**src/rtl/alu_multicycle.sv**
```systemverilog
// RV32I integer ALU: single-cycle logic/arithmetic/compare ops, shifts iterated
// one bit per cycle through an accumulator while busy holds off new requests.
module alu_multicycle #(
  parameter int XLEN = 32
) (
  input  logic            clock,
  input  logic            reset,
  input  logic            enable,
  input  logic [2:0]      funct3,
  input  logic            funct7_5,
  input  logic [XLEN-1:0] register_data_1,
  input  logic [XLEN-1:0] register_data_2,
  output logic [XLEN-1:0] register_data_out,
  output logic            done,
  output logic            busy
);

  typedef enum logic {
    IDLE,
    SHIFT
  } state_t;

  state_t          state;
  logic [XLEN-1:0] acc;
  logic [4:0]      count;
  logic            shift_left;
  logic            shift_arith;

  logic [XLEN-1:0] alu_result;
  logic [XLEN-1:0] shifted;
  logic [4:0]      shamt;
  logic            is_shift;

  assign shamt    = register_data_2[4:0];
  assign is_shift = (funct3 == 3'b001) || (funct3 == 3'b101);

  // Shift slots return zero here; those ops take the accumulator path instead.
  always_comb begin
    alu_result = '0;
    case (funct3)
      3'b000:  alu_result = funct7_5 ? (register_data_1 - register_data_2)
                                     : (register_data_1 + register_data_2);
      3'b010:  alu_result = {{(XLEN-1){1'b0}},
                             ($signed(register_data_1) < $signed(register_data_2))};
      3'b011:  alu_result = {{(XLEN-1){1'b0}}, (register_data_1 < register_data_2)};
      3'b100:  alu_result = register_data_1 ^ register_data_2;
      3'b110:  alu_result = register_data_1 | register_data_2;
      3'b111:  alu_result = register_data_1 & register_data_2;
      default: alu_result = '0;
    endcase
  end

  always_comb begin
    shifted = '0;
    if (shift_left) shifted = {acc[XLEN-2:0], 1'b0};
    else            shifted = {shift_arith & acc[XLEN-1], acc[XLEN-1:1]};
  end

  always_ff @(posedge clock) begin
    if (reset) begin
      state             <= IDLE;
      acc               <= '0;
      count             <= '0;
      shift_left        <= 1'b0;
      shift_arith       <= 1'b0;
      register_data_out <= '0;
      done              <= 1'b0;
      busy              <= 1'b0;
    end else begin
      done <= 1'b0;
      case (state)
        IDLE: begin
          if (enable) begin
            if (!is_shift) begin
              register_data_out <= alu_result;
              done              <= 1'b1;
            end else if (shamt == 5'd0) begin
              register_data_out <= register_data_1;
              done              <= 1'b1;
            end else begin
              acc         <= register_data_1;
              count       <= shamt;
              shift_left  <= (funct3 == 3'b001);
              shift_arith <= (funct3 == 3'b101) && funct7_5;
              busy        <= 1'b1;
              state       <= SHIFT;
            end
          end
        end
        SHIFT: begin
          acc   <= shifted;
          count <= count - 5'd1;
          if (count == 5'd1) begin
            register_data_out <= shifted;
            done              <= 1'b1;
            busy              <= 1'b0;
            state             <= IDLE;
          end
        end
        default: state <= IDLE;
      endcase
    end
  end

endmodule

```
**config.mk**
```make
export PLATFORM = sky130hd
export DESIGN_NAME = alu_multicycle
export DESIGN_NICKNAME = d
export VERILOG_FILES = /design/src/rtl/alu_multicycle.sv
export SDC_FILE = /design/constraint.sdc
export NUM_CORES = 1
export LEC_CHECK = 0
export CELL_PAD_IN_SITES_DETAIL_PLACEMENT = 1
export CELL_PAD_IN_SITES_GLOBAL_PLACEMENT = 1
export CORE_MARGIN = 2
export CORE_UTILIZATION = 35
export CTS_CLUSTER_SIZE = 20
export DETAILED_ROUTE_END_ITERATION = 10
export GPL_ROUTABILITY_DRIVEN = 0
export GPL_TIMING_DRIVEN = 0
export PLACE_DENSITY = 0.75
export SYNTH_ARGS = -nofsm -noshare
export SYNTH_HDL_FRONTEND = slang
export SYNTH_SLANG_ARGS = --single-unit
```
**constraint.sdc**
```tcl
create_clock -name clock -period 3.7 [get_ports clock]
set_clock_uncertainty 0.05 [all_clocks]
set_input_delay 0.555 -clock clock [delete_from_list [all_inputs] [get_ports clock]]
set_output_delay 0.555 -clock clock [all_outputs]
set_load 0.005 [all_outputs]
```
==> out/metrics.yaml, run 1 <==
worst_setup_path:
  worst_setup_path_start_kind: "input port"
  end_kind: "flop"
  crit_required_ns: 3.90
  crit_fanout: 7
  arrival_ns: 3.83
  critical_path_class: "input port to flop"
floorplan:
  rows: 58
  die_x_um: 163
  core_area_um2: 25000
  ios: 105
  die_h_um: 163
  dieArea_um2: 26400
  start_util_pct: 35.3
pwr:
  ir_drop_uv: 249
  power.density_nw_per_um2: 302
  p_leak_nw: 4.45
logic_synthesis:
  mappedNetlistArea_um2: 8810
  synth_top_area_share_pct: 16.8
  synth.area.top_cells: "dfxtp_1, ha_1, nand2_1, nor2_1, o21ai_0"
  synth_warnings: 0
  synth_fp_nets: 1457
  synthArstFlopShare_pct: 0
  synth_area_leader_cell: "dfxtp_1"
  synth-edff-count: 0
  synthFlopType: "dfxtp_1"
  ys_types: 76
  synth_area_per_cell_um2: 6.85
  synth_seq_area_share_pct: 16.8
  syn_inst: 1286
  synth-seq-cells: 74
route:
  drt-total-wl_um: 43300
  ant_nets: 0
  wl_per_cell_um: 25.1
  drt_iter0_drc: 1136
  first_pass_iters: 8
  drc_errors: 0
  vias_per_cell: 6.20
  vias: 10710
cells_and_area:
  fillers: 3189
  utilization_pct: 43.4
  antenna_cells: 0
  syn2layout_area_growth_pct: 23.0
  seqCellArea_um2: 1480
  layout.nets: 1565
  multi_input_area_um2: 6870
  drive_gt1_share_pct: 9.37
timing:
  period_needed_ns: 3.63
  post-route-period-util_pct: 98.1
  hold_viol: 0
  tns_ns: 0
  setup_viol: 0
  finalWorstSetupSlack_ns: 0.0690
  worst_pin_slew_ns: 0.884
  fmax_mhz: 275
  drv_slew: 0
  slew_headroom_pct: 40.6
cts:
  cts_tree: "yes"
  worstSkewPairLatency_ns: 0.34
  root_buffer: "clkbuf_16"
  cts_made_buffers: 9
  htreeDepth: 3
  cts.path.max_buffers: 2
  cts_sinks: 74
  clk_pin_slew_worst_paths_ns: 0.06
run:
  maxCapViolCount: 0
place:
  dp_hpwl_um: 34700
  preCtsSetupSlack_ns: -1.02
  portBuffers: 102
grt:
  grt_pass1_wl_um: 64700
  track_usage_pct: 32.3
  grt_pass1_vias: 10625
  grt_max_degree: 12
  gr-usage-met3_pct: 4.58
  busiest_layer: "met2"
  use_met2_pct: 52.2
  grt_antenna_before_repair: 1
  overflow: 0
  grt_use_met1_pct: 43.8
worst_hold_path:
  hp-class: "flop to flop"
outcome:
  status: "complete, no violations"
## per-stage QoR
stage                     std cells  area [µm²]  hold slack [ns]  total power [mW]
after detailed placement       1719       10300            0.403              2.33
after CTS                      1730       10600            0.412              3.16
after floorplan                1286        8810            0.398              1.75
after global placement         1718       10200            0.393              2.30
after global routing           1728       10800            0.447              3.40
final                          1728       10800            0.410              3.27
## Yosys cell counts, types with 7 or more instances
cell type / number
nand2_1: 154
or3_1: 7
a22oi_1: 23
nor3_1: 41
nor2_1: 142
clkbuf_1: 76
nor2b_1: 7
xnor2_1: 33
o21bai_1: 11
a21o_1: 16
dfxtp_1: 74
nand3_1: 32
a211oi_1: 29
buf_2: 7
nand4_1: 9
o22ai_1: 40
a222oi_1: 11
a31oi_1: 12
buf_1: 9
inv_1: 104
a311oi_1: 15
mux2i_1: 17
o211ai_1: 9
mux2_2: 16
o21ai_0: 96
ha_1: 98
nor4_1: 9
nand2b_1: 7
o31ai_1: 11
a21oi_1: 89
## cell families (layout without fill, tap and decap cells)
kind of cell             count (synthesis)  count (layout)  share of synthesized area, %
adder cells (fa/ha/maj)                100             100                          14.4
multiplexers                            33              33                          3.98
flip-flops                              74              74                          16.8
XOR/XNOR                                33              33                          3.28
AND/OR/NAND/NOR                        424             424                          20.9
buffers and inverters                  200             312                          8.67
AO/OA/AOI/OAI                          422             422                          32.0
## sequential cells by signal, summed over array words and instances (netlist names)
signal and flops:
shift_left 1, register_data_out 32, busy 1, shift_arith 1
done 1, count 5, state 1, acc 32
## layout by cell type (no fill, tap or decap), types with 22 or more instances in the layout
| master | count |
|---|---|
| o21ai_0 | 89 |
| xnor2_1 | 29 |
| clkbuf_1 | 65 |
| nor3_1 | 40 |
| a22oi_1 | 22 |
| a21oi_1 | 83 |
| nand3_1 | 32 |
| nor2_1 | 138 |
| dfxtp_1 | 74 |
| nand2_1 | 154 |
| o22ai_1 | 40 |
| clkdlybuf4s50_1 | 84 |
| a211oi_1 | 28 |
| inv_1 | 98 |
| ha_1 | 88 |
## layer usage
layer	part of all wire [%]	up-vias
li1	-	4811
met5	0.018	-
met1	42	5205
met3	9.0	106
met2	45	586
met4	3.4	2
## power by group
part,switching (mW),internal [mW],leakage [nW]
Sequential,0.0484,0.862,0.608
Clock,0.343,0.484,0.138
Combinational,0.958,0.572,3.70
## critical path, cell delays in order
cell and delay, ns:
clkdlybuf4s50_1 0.51, inv_1 0.08, ha_1 0.26, buf_2 0.17, inv_1 0.21, a21oi_1 0.16, o311ai_2 0.32, o211a_1 0.27
a31oi_2 0.15, o21ba_2 0.24, o41ai_2 0.25, a22oi_2 0.16, xnor2_2 0.22, a311oi_2 0.29
## area by class of cell
type / count / share of cell area [%]
multi-input cells: 1012 / 63.4
well taps: 330 / 3.81
plain buffers: 83 / 3.10
flip-flops and latches: 74 / 13.7
clock buffers: 12 / 2.37
clock inverters: 3 / 0.139
inverters: 107 / 3.72
repair buffers: 107 / 9.77
## path summary, 6_finish.rpt
path	start	endpoint	slack [ns]	cells after the start
setup reg to reg	shift_left$_SDFFE_PP0P_	register_data_out[15]$_SDFFE_PP0P_	0.61	7
hold / removal	register_data_out[14]$_SDFFE_PP0P_	register_data_out[14]$_SDFFE_PP0P_	0.41	2
hold reg to reg	register_data_out[14]$_SDFFE_PP0P_	register_data_out[14]$_SDFFE_PP0P_	0.41	2
setup / recovery	register_data_2[9]	register_data_out[24]$_SDFFE_PP0P_	0.07	14
## what timing repair did
item / in CTS / in global routing
hold buffers: 0 / 0
gates resized for setup: 43 / 64
setup endpoints to repair: 23 / 24
setup buffers: 2 / 2
pin swaps: 7 / 14
No activity file was read; power rests on OpenSTA's default activity.
==> run 2: changes to the inputs <==
Settings changed: SLEW_MARGIN set to 15.
==> results of run 2 <==
Same layout as run 1: the final DEF is identical, and so are final timing and power.
